$ cat src/rtl/mem_stage_lsu_if.sv
// rtl/mem_stage_lsu_if.sv - data bus between the MEM-stage load/store unit and memory
interface mem_stage_lsu_if;
   logic        dbus_req;
   logic        dbus_we;
   logic [31:0] dbus_addr;
   logic [3:0]  dbus_be;
   logic [31:0] dbus_wdata;
   logic        dbus_ack;
   logic [31:0] dbus_rdata;

   modport master (
      output dbus_req, dbus_we, dbus_addr, dbus_be, dbus_wdata,
      input  dbus_ack, dbus_rdata
   );

   modport slave (
      input  dbus_req, dbus_we, dbus_addr, dbus_be, dbus_wdata,
      output dbus_ack, dbus_rdata
   );
endinterface

$ cat src/rtl/mem_stage_lsu.sv
// rtl/mem_stage_lsu.sv - RV32I memory-access stage: bus loads/stores, alignment, timeout, WB select
module mem_stage_lsu #(
   parameter int TIMEOUT_CYCLES = 16,
   parameter int CNT_W          = 5
) (
   input  logic        clk,
   input  logic        rst,
   input  logic        have_inst_in,
   input  logic [31:0] pc_in,
   input  logic [4:0]  wR_in,
   input  logic [31:0] alu_c_in,
   input  logic [31:0] rD2_in,
   input  logic [31:0] imm_in,
   input  logic        rf_we_in,
   input  logic [1:0]  wd_sel_in,
   input  logic        mem_re_in,
   input  logic        mem_we_in,
   input  logic [2:0]  funct3_in,
   mem_stage_lsu_if.master dbus,
   output logic [4:0]  wR_out,
   output logic [31:0] wD_out,
   output logic [31:0] pc_out,
   output logic        have_inst_out,
   output logic        rf_we_out,
   output logic        stall_req,
   output logic        misalign,
   output logic        bus_timeout
);

   typedef enum logic [1:0] {IDLE, REQ, DONE} state_t;

   state_t           state;
   logic [CNT_W-1:0] cnt;
   logic [31:0]      rdata_q;
   logic             to_q;

   logic        mem_op, mis, access, mis_op;
   logic [3:0]  be_next;
   logic [31:0] wdata_next, wd_normal, load_data, lane;

   assign mem_op = have_inst_in & (mem_re_in | mem_we_in);
   // funct3[1:0]: 00 byte, 01 half, 1x word
   assign mis    = ((funct3_in[1:0] == 2'b01) & alu_c_in[0]) |
                   (funct3_in[1] & (alu_c_in[1:0] != 2'b00));
   assign access = mem_op & ~mis;
   assign mis_op = mem_op & mis;

   always_comb begin
      be_next    = 4'b1111;
      wdata_next = rD2_in;
      case (funct3_in[1:0])
         2'b00: begin
            be_next    = 4'b0001 << alu_c_in[1:0];
            wdata_next = {4{rD2_in[7:0]}};
         end
         2'b01: begin
            be_next    = alu_c_in[1] ? 4'b1100 : 4'b0011;
            wdata_next = {2{rD2_in[15:0]}};
         end
         default: ;
      endcase
   end

   assign lane = rdata_q >> {alu_c_in[1:0], 3'b000};

   always_comb begin
      load_data = rdata_q;
      case (funct3_in)
         3'b000:  load_data = {{24{lane[7]}}, lane[7:0]};
         3'b001:  load_data = {{16{lane[15]}}, lane[15:0]};
         3'b100:  load_data = {24'd0, lane[7:0]};
         3'b101:  load_data = {16'd0, lane[15:0]};
         default: ;
      endcase
   end

   always_comb begin
      wd_normal = alu_c_in;
      case (wd_sel_in)
         2'b10:   wd_normal = pc_in + 32'd4;
         2'b11:   wd_normal = imm_in;
         default: ;
      endcase
   end

   always_ff @(posedge clk) begin
      if (rst) begin
         state           <= IDLE;
         dbus.dbus_req   <= 1'b0;
         dbus.dbus_we    <= 1'b0;
         dbus.dbus_addr  <= 32'd0;
         dbus.dbus_be    <= 4'd0;
         dbus.dbus_wdata <= 32'd0;
         cnt             <= '0;
         rdata_q         <= 32'd0;
         to_q            <= 1'b0;
      end else begin
         case (state)
            IDLE: begin
               if (access) begin
                  state           <= REQ;
                  dbus.dbus_req   <= 1'b1;
                  dbus.dbus_we    <= mem_we_in;
                  dbus.dbus_addr  <= {alu_c_in[31:2], 2'b00};
                  dbus.dbus_be    <= be_next;
                  dbus.dbus_wdata <= wdata_next;
                  cnt             <= '0;
               end
            end
            REQ: begin
               if (dbus.dbus_ack) begin
                  dbus.dbus_req <= 1'b0;
                  if (!dbus.dbus_we) rdata_q <= dbus.dbus_rdata;
                  state <= DONE;
               end else if (cnt == CNT_W'(TIMEOUT_CYCLES - 1)) begin
                  dbus.dbus_req <= 1'b0;
                  to_q          <= 1'b1;
                  state         <= DONE;
               end else begin
                  cnt <= cnt + 1'b1;
               end
            end
            DONE: begin
               state <= IDLE;
               to_q  <= 1'b0;
            end
            default: state <= IDLE;
         endcase
      end
   end

   // EX/MEM is frozen by stall_req, so the held inputs still describe the access in DONE
   always_comb begin
      wR_out        = wR_in;
      pc_out        = pc_in;
      have_inst_out = 1'b0;
      rf_we_out     = 1'b0;
      stall_req     = 1'b0;
      misalign      = 1'b0;
      bus_timeout   = 1'b0;
      wD_out        = 32'd0;
      if (!rst) begin
         case (state)
            IDLE: begin
               if (access) begin
                  stall_req = 1'b1;
               end else if (mis_op) begin
                  misalign      = 1'b1;
                  have_inst_out = have_inst_in;
               end else begin
                  have_inst_out = have_inst_in;
                  rf_we_out     = rf_we_in;
                  wD_out        = wd_normal;
               end
            end
            REQ: stall_req = 1'b1;
            DONE: begin
               have_inst_out = have_inst_in;
               rf_we_out     = rf_we_in & ~to_q;
               bus_timeout   = to_q;
               if (!to_q) wD_out = (wd_sel_in == 2'b01) ? load_data : wd_normal;
            end
            default: ;
         endcase
      end
   end

endmodule

$ cat src/flat_wrapper.sv
// flat-port wrapper written by rule: the top's interface ports become plain ports
module mem_stage_lsu_flat 
#(
   parameter int TIMEOUT_CYCLES = 16,
   parameter int CNT_W          = 5
)
  (clk, rst, have_inst_in, pc_in, wR_in, alu_c_in, rD2_in, imm_in, rf_we_in, wd_sel_in, mem_re_in, mem_we_in, funct3_in, wR_out, wD_out, pc_out, have_inst_out, rf_we_out, stall_req, misalign, bus_timeout, dbus_dbus_req, dbus_dbus_we, dbus_dbus_addr, dbus_dbus_be, dbus_dbus_wdata, dbus_dbus_ack, dbus_dbus_rdata);
  mem_stage_lsu_if dbus_i ();
  input  logic clk;
  input  logic rst;
  input  logic have_inst_in;
  input  logic [31:0] pc_in;
  input  logic [4:0] wR_in;
  input  logic [31:0] alu_c_in;
  input  logic [31:0] rD2_in;
  input  logic [31:0] imm_in;
  input  logic rf_we_in;
  input  logic [1:0] wd_sel_in;
  input  logic mem_re_in;
  input  logic mem_we_in;
  input  logic [2:0] funct3_in;
  output logic [4:0] wR_out;
  output logic [31:0] wD_out;
  output logic [31:0] pc_out;
  output logic have_inst_out;
  output logic rf_we_out;
  output logic stall_req;
  output logic misalign;
  output logic bus_timeout;
  output wire logic [$bits(dbus_i.dbus_req)-1:0] dbus_dbus_req;
  output wire logic [$bits(dbus_i.dbus_we)-1:0] dbus_dbus_we;
  output wire logic [$bits(dbus_i.dbus_addr)-1:0] dbus_dbus_addr;
  output wire logic [$bits(dbus_i.dbus_be)-1:0] dbus_dbus_be;
  output wire logic [$bits(dbus_i.dbus_wdata)-1:0] dbus_dbus_wdata;
  input wire logic [$bits(dbus_i.dbus_ack)-1:0] dbus_dbus_ack;
  input wire logic [$bits(dbus_i.dbus_rdata)-1:0] dbus_dbus_rdata;
  assign dbus_dbus_req = dbus_i.dbus_req;
  assign dbus_dbus_we = dbus_i.dbus_we;
  assign dbus_dbus_addr = dbus_i.dbus_addr;
  assign dbus_dbus_be = dbus_i.dbus_be;
  assign dbus_dbus_wdata = dbus_i.dbus_wdata;
  assign dbus_i.dbus_ack = dbus_dbus_ack;
  assign dbus_i.dbus_rdata = dbus_dbus_rdata;
  mem_stage_lsu #(.TIMEOUT_CYCLES(TIMEOUT_CYCLES), .CNT_W(CNT_W)) u_core (.clk(clk), .rst(rst), .have_inst_in(have_inst_in), .pc_in(pc_in), .wR_in(wR_in), .alu_c_in(alu_c_in), .rD2_in(rD2_in), .imm_in(imm_in), .rf_we_in(rf_we_in), .wd_sel_in(wd_sel_in), .mem_re_in(mem_re_in), .mem_we_in(mem_we_in), .funct3_in(funct3_in), .dbus(dbus_i), .wR_out(wR_out), .wD_out(wD_out), .pc_out(pc_out), .have_inst_out(have_inst_out), .rf_we_out(rf_we_out), .stall_req(stall_req), .misalign(misalign), .bus_timeout(bus_timeout));
endmodule
$ cat config.mk
export PLATFORM = sky130hd
export DESIGN_NAME = mem_stage_lsu_flat
export DESIGN_NICKNAME = d
export VERILOG_FILES = /design/src/rtl/mem_stage_lsu_if.sv /design/src/rtl/mem_stage_lsu.sv /design/src/flat_wrapper.sv
export SDC_FILE = /design/constraint.sdc
export NUM_CORES = 1
export LEC_CHECK = 0
export ABC_AREA = 1
export CELL_PAD_IN_SITES_DETAIL_PLACEMENT = 0
export CELL_PAD_IN_SITES_GLOBAL_PLACEMENT = 1
export CORE_MARGIN = 1
export CORE_UTILIZATION = 28
export CTS_CLUSTER_SIZE = 28
export DETAILED_ROUTE_END_ITERATION = 8
export PLACE_DENSITY = 0.79
export SYNTH_ARGS = -nofsm -noshare
export SYNTH_HDL_FRONTEND = slang
export SYNTH_SLANG_ARGS = --single-unit
$ cat constraint.sdc
create_clock -name clk -period 2.32 [get_ports clk]
set_input_delay 0.464 -clock clk [delete_from_list [all_inputs] [get_ports clk]]
set_output_delay 0.464 -clock clk [all_outputs]
set_load 0.02 [all_outputs]
==> results of run 1 <==
-- logic make-up after synthesis --
group / after synthesis / share of synthesized area, %
and+or+nand+nor: 445 / 26.68
other: 1 / 0.05257
buffers and inverters: 225 / 15.24
xor gates and xnor gates: 15 / 1.842
adders and majority gates: 3 / 0.5263
DFF: 108 / 30.31
AOI/OAI and AO/OA: 332 / 25.35
-- stage by stage --
stage               util (%)  hold slack, ns
finish                 49.86          0.4090
global route           49.86          0.4232
CTS                    48.99          0.4459
detailed placement     45.36          0.4343
global placement       45.36          0.4298
floorplan                  -          0.4390
-- flip-flops by register name (all words and copies together), names as in the netlist --
| register | count |
|---|---|
| u_core.dbus.dbus_wdata | 32 |
| u_core.dbus.dbus_be | 4 |
| u_core.dbus.dbus_we | 1 |
| u_core.rdata_q | 32 |
| u_core.dbus.dbus_req | 1 |
| u_core.to_q | 1 |
| u_core.dbus.dbus_addr | 30 |
| u_core.cnt | 5 |
| u_core.state | 2 |
-- area by class of cell --
| class | count | area, um2 |
|---|---|---|
| clock buffer | 9 | 225.2 |
| sequential | 108 | 2173 |
| multi-input combinational | 799 | 4501 |
| inverter | 127 | 516.7 |
| tap | 330 | 412.9 |
| fill | 2581 | 12590 |
| clock inverter | 7 | 77.57 |
| timing repair buffer | 506 | 4612 |
-- metal layers --
metal | part of all wire, % | up-vias | GRT usage [%]
li1 | - | 4492 | -
met3 | 4.7 | 53 | 3.313
met2 | 46 | 293 | 38.56
met5 | 0 | - | 0
met1 | 46 | 4056 | 32.47
met4 | 3.1 | 0 | 8.962
-- Yosys cell counts (all sizes together) --
cell type	instances
or2	2
clkbuf	28
o22a	5
xor2	10
o221ai	2
o21ai	126
nand4	1
dfxtp	108
nand3	37
ha	3
xnor2	5
o22ai	24
inv	125
nor2	151
clkinv	2
buf	70
a21oi	141
o21bai	4
and3	1
o21a	1
nand2	244
nor4	1
nor3	8
o211ai	28
conb	1
a22oi	1
-- worst max path at each step --
| stage | start | to | slack, ns | cells after the start |
|---|---|---|---|---|
| after detailed placement | pc_in[3] | wD_out[18] | -1.05 | 10 |
| after floorplan | pc_in[2] | wD_out[24] | 0.09 | 10 |
| final | u_core.rdata_q[31] | wD_out[24] | -0.13 | 11 |
| after CTS | u_core.state[1] | wD_out[7] | -0.16 | 9 |
| after global placement | pc_in[2] | wD_out[18] | -1.05 | 10 |
| after global routing | u_core.rdata_q[23] | wD_out[24] | -0.20 | 11 |
-- repair_timing --
action / CTS / global route
resized for setup: 431 / 97
setup buffers: 26 / 9
pin swaps: 72 / 37
cloned: 2 / 0
setup endpoints to repair: 55 / 37
-- power breakdown --
| group | internal (uW) | total (uW) | leakage (uW) | switching [uW] |
|---|---|---|---|---|
| registers | 1970 | 2040 | 0.000886 | 67.9 |
| clock network | 768 | 1620 | 0.000144 | 849 |
| logic | 984 | 2080 | 0.00415 | 1090 |
| total | 3720 | 5740 | 0.00518 | 2010 |
-- worst max-delay path: stages, from the launching register on --
cell      delay (ns)
dfxtp_4         0.38
nand2_1         0.06
o21ai_1         0.08
nand2_1         0.09
nand2_2         0.10
nand2_4         0.08
nand3_4         0.12
buf_6           0.16
buf_6           0.10
o211ai_1        0.12
a21oi_2         0.17
buf_4           0.15
==> flow_metrics.tcl, run 1 <==
set metrics [dict create \
    outcome "complete, but fails checks" \
    failed_checks "setup timing" \
    row_count 58 \
    avgSynthCellArea_um2 6.318 \
    path_max_fanout 5 \
    end_kind "primary output" \
    finalWirelength_um 32220 \
    worst_ir_drop_vdd_v 0.0002897 \
    worst_clock_skew_ns 0.01324 \
    slew_headroom_pct 41.99 \
    r2r_start "u_core.state[0]" \
    grt_pass1_vias 8466 \
    period_share_pct 105.5 \
    antenna_found_initial 0 \
    max_cap_violations 0 \
    ys_seq_elements 108 \
    fin_setup_tns_ns -1.156 \
    dp_slack_ns -1.052 \
    layout_common_cells "clkdlybuf4s50_1, nand2_1, buf_4, a21oi_1, inv_1" \
    cts.sinks 108 \
    top_level_ports 321 \
    synthTopCellsByArea "dfxtp_1, nand2_1, a21oi_1" \
    overflow 0 \
    grt_max_degree 59 \
    antenna_left 0 \
    htreeDepth 3 \
    required_ns 1.86 \
    crit_arrival_ns 1.98 \
    final_cell_count_no_fill 1886 \
    dp.cells 1837 \
    port_buffers 308 \
    max_freq_mhz 408.8 \
    antenna_cells 0 \
    clockRootBuffer "clkbuf_16" \
    slew_violations 0 \
    cp-start-kind "register" \
    track_usage_pct 24.00 \
    p_leak_uw 0.005177 \
    tightest_slew_ns 0.8670 \
    clkTransAtPathRegs_ns 0.08 \
    min_path_cells 2 \
    reg2reg_to "u_core.dbus.dbus_wdata[11]" \
    hold_viol_final 0 \
    drtIter0Drc 636 \
    cts_buffer_depth 2 \
    syn_area_mm2 0.007133 \
    num_vias 8894 \
    coreArea_mm2 0.02511 \
    ys_warn_count 0 \
    grt_setup_unrepaired "true" \
    firstDrtPassIters 5 \
    gp_congestion 0.8913 \
    synth_cells 1129 \
    grt_pass1_wl_um 47840 \
    synth.largest_area_cell "dfxtp_1" \
    cts_tree "built" \
    die_area_mm2 0.02612 \
    chipHeight_um 161.6 \
    setup_viol 23 \
    initial_utilization_pct 28.41 \
    hold_buffers 0 \
    syn_to_final_growth_pct 75.50 \
    hold_start "rst" \
    crit_type "register to primary output" \
    final_common_cell "clkdlybuf4s50_1" \
    reg2reg_depth 9 \
    yosysSeqAreaShare_pct 30.31 \
    layout.nets 1731 \
    synth_top_area_share_pct 30.31 \
    holdPathEnd "u_core.dbus.dbus_req" \
    hold_path.class "input port to register" \
    drc 0 \
    place_hpwl_um 25140 \
    final_area_mm2 0.01252 \
    drive_above_1_share_pct 29.31 \
    power_per_cell_area_mw_per_mm2 458.2 \
    dpl-instance-area_mm2 0.01139 \
    worst_slack_ns -0.1264 \
    clkLatencyLatePin_ns 0.37 \
    wire_per_inst_um 17.09 \
    cts_inserted_buffers 9 \
    die_x_um 161.6 \
    synth.distinct_cells 40 \
    report.power.total_uw 5736 \
    timing.final.crit_period_ns 2.446 \
    viasPerCell 4.716 \
    rrSetupSlack_ns 0.53 \
]
Note: power is estimated with default switching activity, not from simulation.
==> inputs of run 2 (changes only) <==
Settings changed: GPL_TIMING_DRIVEN set to 0.
==> run 2 against run 1 <==
Clock power hardly changed. Combinational power is 3% lower. Highest routed layer unchanged. Non-clock buffer count is 58 lower. Largest cell class is now multi-input combinational cells. The run still ends with setup timing left. Setup slack better by 0.033 ns. Sequential cell count stayed put.
==> flow_metrics.tcl, run 2 (synthesis results as in run 1) <==
set metrics [dict create \
    end_kind "primary output" \
    final_area_mm2 0.01188 \
    clkTransAtPathRegs_ns 0.08 \
    num_vias 8915 \
    fillers 2674 \
    hold_path.class "register to register" \
    multi_input_area_mm2 0.004516 \
    die_x_um 161.6 \
    crit_type "input port to primary output" \
    grt_pass1_vias 8294 \
    cts.sinks 108 \
    grt_setup_unrepaired "true" \
    max_stage_delay_ns 0.24 \
    p_leak_uw 0.004719 \
    final_common_cell "clkdlybuf4s50_1" \
    hold_viol_final 0 \
    place_hpwl_um 26760 \
    drc 0 \
    required_ns 1.86 \
    coreArea_mm2 0.02511 \
    crit_chain "dlygate4sd2_1 > o21a_2 > nor2_4 > nor2_4 > buf_6 > nor2_4 > o21ai_2 > a21oi_2 > buf_6" \
    cts_tree "built" \
    top_level_ports 321 \
    grt_pass1_wl_um 49180 \
    viasPerCell 4.874 \
    max_cap_violations 0 \
    firstDrtPassIters 5 \
    slew_headroom_pct 53.69 \
    clkLatencyLatePin_ns 0.37 \
    wire_per_inst_um 18.43 \
    worst_ir_drop_vdd_v 0.0003014 \
    dp.cells 1769 \
    finalWirelength_um 33710 \
    chipHeight_um 161.6 \
    outcome "complete, but fails checks" \
    cp-start-kind "input port" \
    dpl-instance-area_mm2 0.01064 \
    failed_checks "setup timing" \
    cts_buffer_depth 2 \
    drive_above_1_share_pct 25.82 \
    port_buffers 309 \
    clockRootBuffer "clkbuf_16" \
    die_area_mm2 0.02612 \
    rrSetupSlack_ns 0.49 \
    track_usage_pct 25.07 \
    initial_utilization_pct 28.41 \
    max_freq_mhz 414.3 \
    antenna_cells 0 \
    final_core_util_pct 47.29 \
    antenna_left 0 \
    cp_slowest_cell "dlygate4sd2_1" \
    worst_slack_ns -0.09362 \
    final_cell_count_no_fill 1829 \
    worst_clock_skew_ns 0.01064 \
    cp_common_cell "nor2_4" \
    power_per_cell_area_mw_per_mm2 477.6 \
    ff_latch_area_mm2 0.002176 \
    drtIter0Drc 681 \
    gp_congestion 0.9079 \
    grt_max_degree 22 \
    tightest_slew_ns 0.6947 \
    timing.final.crit_period_ns 2.414 \
    slew_violations 0 \
    layout.nets 1674 \
    hold_ws_ns 0.4468 \
    setup_viol 21 \
    row_count 58 \
    cts_inserted_buffers 9 \
    hold_buffers 0 \
    overflow 0 \
    crit_arrival_ns 1.95 \
    antenna_found_initial 0 \
    top_regs "u_core.dbus.dbus_wdata x32, u_core.rdata_q x32, u_core.dbus.dbus_addr x30" \
    layout_common_cells "clkdlybuf4s50_1, nand2_1, a21oi_1, inv_1, dfxtp_1" \
    htreeDepth 3 \
    syn_to_final_growth_pct 66.48 \
    period_share_pct 104.0 \
    path_max_fanout 8 \
]
[run 2: cell count changes in the layout (fill, tap and decap cells not counted), moves of 6 or more]
cell	change
clkdlybuf4s50_1	+8
nor2_1	-6
a21oi_1	+7
nand2_2	+15
nor2_4	+11
clkbuf_1	+18
nand2_1	-12
buf_4	-88
buf_2	+11
buf_6	-7
buf_12	-8
nor2_2	-6
clkbuf_4	+11
[run 2: layout make-up]
cell class                      instances  share of cell area [%]
Sequential cell                       108                   18.32
Inverter                              127                   4.330
Clock buffer                            9                   1.897
Tap cell                              330                   3.477
Clock inverter                          7                  0.6427
Timing Repair Buffer                  352                   27.82
Multi-Input combinational cell        800                   38.03
Buffer                                 96                   5.489
[run 2: per-layer routing]
metal | GRT usage [%] | wire, um
met5 | 0 | 0
met3 | 3.364 | 2131
met2 | 41.05 | 15560
met4 | 8.276 | 1020
met1 | 33.78 | 15000
[run 2: power by group]
part | switching, uW | leakage [uW] | total (uW) | internal, uW
clock network | 838 | 0.000147 | 1610 | 768
registers | 75.1 | 0.000887 | 2050 | 1970
logic | 1110 | 0.00369 | 2020 | 907
total | 2020 | 0.00472 | 5670 | 3650
[run 2: worst paths after layout]
| path | startpoint | end | cells past startpoint |
|---|---|---|---|
| worst min register to register | u_core.dbus.dbus_wdata[15] | u_core.dbus.dbus_wdata[15] | 2 |
| worst max register to register | u_core.state[1] | u_core.rdata_q[17] | 8 |
| worst min-delay path | u_core.dbus.dbus_wdata[15] | u_core.dbus.dbus_wdata[15] | 2 |
| worst max-delay path | mem_re_in | wD_out[18] | 9 |
[run 2: critical path, delay by kind of cell]
| kind | cells | cell delay [ns] |
|---|---|---|
| buffers and inverters | 3 | 0.54 |
| and+or+nand+nor | 3 | 0.41 |
| AOI/OAI and AO/OA | 3 | 0.51 |
[run 2: stage by stage]
stage / TNS, ns / total power, uW / setup slack, ns
2_1_floorplan: 0 / 2957 / 0.09372
3_3_place_gp: -36.88 / 3902 / -1.342
3_5_place_dp: -37.35 / 3907 / -1.349
4_1_cts: -1.226 / 5644 / -0.1097
5_1_grt: -3.056 / 5922 / -0.1407
6_report: -1.004 / 5672 / -0.09362
[run 2: what timing repair did]
| item | 4_1_cts | 5_1_grt |
|---|---|---|
| gates cloned | 5 | 0 |
| pin swaps | 68 | 32 |
| setup buffers | 31 | 11 |
| setup endpoints to repair | 36 | 34 |
| gates resized for setup | 474 | 107 |
==> inputs of run 3 (changes only) <==
Settings changed: CELL_PAD_IN_SITES_GLOBAL_PLACEMENT 1 to 2, CORE_UTILIZATION 28 to 21.
==> run 3 against run 2 <==
The flow still finishes with violations (setup timing). Final cell count grew 6.6%. Global-route usage shrank 5.0 points. Cell area is 3.0% higher. Clock skew fell by 0.0027 ns. Die area rose by 33%. Sequential cell count stayed put. Routed wire length is 5.4% higher. Clock power is 7% higher. Sequential share of layout area shrank 0.55 points. Setup slack lost 0.097 ns. Register-to-register slack got worse by 0.17 ns. Largest power group is now combinational cells. Highest routed layer unchanged.
==> flow_metrics.tcl, run 3 (synthesis results as in run 1) <==
set metrics [dict create \
    max_cap_violations 0 \
    htreeDepth 3 \
    setup_viol 29 \
    grt_pass1_vias 8561 \
    hold_buffers 0 \
    path_max_fanout 8 \
    place_hpwl_um 29340 \
    syn_to_final_growth_pct 71.44 \
    outcome "complete, but fails checks" \
    chipHeight_um 186.3 \
    firstDrtPassIters 5 \
    hold_path.class "register to register" \
    grt_setup_unrepaired "true" \
    port_buffers 309 \
    slew_headroom_pct 41.74 \
    power_per_cell_area_mw_per_mm2 478.6 \
    dp.cells 1887 \
    timing.final.crit_period_ns 2.511 \
    overflow 0 \
    clockRootBuffer "clkbuf_16" \
    p_leak_uw 0.004783 \
    required_ns 1.86 \
    hold_ws_ns 0.4446 \
    initial_utilization_pct 21.33 \
    row_count 67 \
    dpl-instance-area_mm2 0.01079 \
    die_x_um 186.3 \
    end_kind "primary output" \
    cp-start-kind "register" \
    final_area_mm2 0.01223 \
    layout_common_cells "clkdlybuf4s50_1, nand2_1, a21oi_1, inv_1, dfxtp_1" \
    antenna_found_initial 2 \
    wire_per_inst_um 18.23 \
    worst_slack_ns -0.1911 \
    viasPerCell 4.411 \
    crit_type "register to primary output" \
    grt_max_degree 20 \
    max_freq_mhz 398.2 \
    worst_ir_drop_vdd_v 0.0003464 \
    hold_viol_final 0 \
    clkTransAtPathRegs_ns 0.08 \
    cts_inserted_buffers 9 \
    failed_checks "setup timing" \
    top_level_ports 321 \
    cts_tree "built" \
    track_usage_pct 20.12 \
    slew_violations 0 \
    drc 0 \
    cts_buffer_depth 2 \
    final_cell_count_no_fill 1949 \
    clkLatencyLatePin_ns 0.36 \
    antenna_left 0 \
    tightest_slew_ns 0.8740 \
    cts.sinks 108 \
    gp_congestion 0.8608 \
    period_share_pct 108.2 \
    drive_above_1_share_pct 26.88 \
    worst_clock_skew_ns 0.007986 \
    num_vias 8598 \
    layout.nets 1675 \
    final_core_util_pct 36.56 \
    drtIter0Drc 462 \
    reg2reg_depth 9 \
    coreArea_mm2 0.03345 \
    grt_pass1_wl_um 52650 \
    die_area_mm2 0.03471 \
    finalWirelength_um 35540 \
    final_common_cell "clkdlybuf4s50_1" \
    min_path_cells 2 \
    crit_arrival_ns 2.05 \
    top_regs "u_core.dbus.dbus_wdata x32, u_core.rdata_q x32, u_core.dbus.dbus_addr x30" \
]
-- run 3: area by class of cell --
cell class | count | area (um2)
Clock buffer | 9 | 225.2
Sequential cell | 108 | 2173
Clock inverter | 6 | 95.09
Inverter | 127 | 521.8
Fill cell | 3624 | 21220
Buffer | 96 | 646.9
Antenna cell | 2 | 5.005
Tap cell | 448 | 560.5
Timing Repair Buffer | 354 | 3352
Multi-Input combinational cell | 799 | 4649
-- run 3: worst max-delay path: stages, from the launching register on --
cell and delay [ns]:
dfxtp_2 0.37, inv_4 0.05, nor2_4 0.12, nand2_4 0.12
nor2_4 0.14, nor2_4 0.10, nor3_2 0.23, o21ai_1 0.16
a21oi_2 0.22, buf_4 0.18
-- run 3: power breakdown --
part | switching, uW | total [uW] | internal [uW]
combinational | 1150 | 2080 | 935
sequential | 75.6 | 2050 | 1970
clock | 769 | 1720 | 954
total | 1990 | 5850 | 3860
-- run 3: final timing paths --
path	from	to	slack [ns]
worst max register to register	u_core.state[1]	u_core.rdata_q[25]	0.32
worst min-delay path	u_core.dbus.dbus_wdata[20]	u_core.dbus.dbus_wdata[20]	0.44
worst max-delay path	u_core.state[1]	wD_out[21]	-0.19
worst min register to register	u_core.dbus.dbus_wdata[20]	u_core.dbus.dbus_wdata[20]	0.44
-- run 3: repair_timing --
item                       4_1_cts  5_1_grt
setup buffers                   32       10
resized for setup              518      100
pin swaps                       80       31
setup endpoints to repair       36       36
cloned                           5        0
-- run 3: routing by layer --
layer / global-route usage (%) / wire (um) / vias up
met5: 0 / 0 / -
met4: 4.196 / 588 / 0
met3: 3.743 / 1759 / 33
met2: 33.88 / 16790 / 256
met1: 26.57 / 16400 / 3932
li1: - / - / 4377
-- run 3: per-stage QoR --
step	total power [uW]	setup TNS, ns	setup slack [ns]
finish	5853	-2.239	-0.1911
global route	6114	-4.483	-0.2100
global placement	3942	-40.65	-1.448
CTS	5833	-2.618	-0.1834
floorplan	2957	0	0.09372
detailed placement	3940	-40.42	-1.411
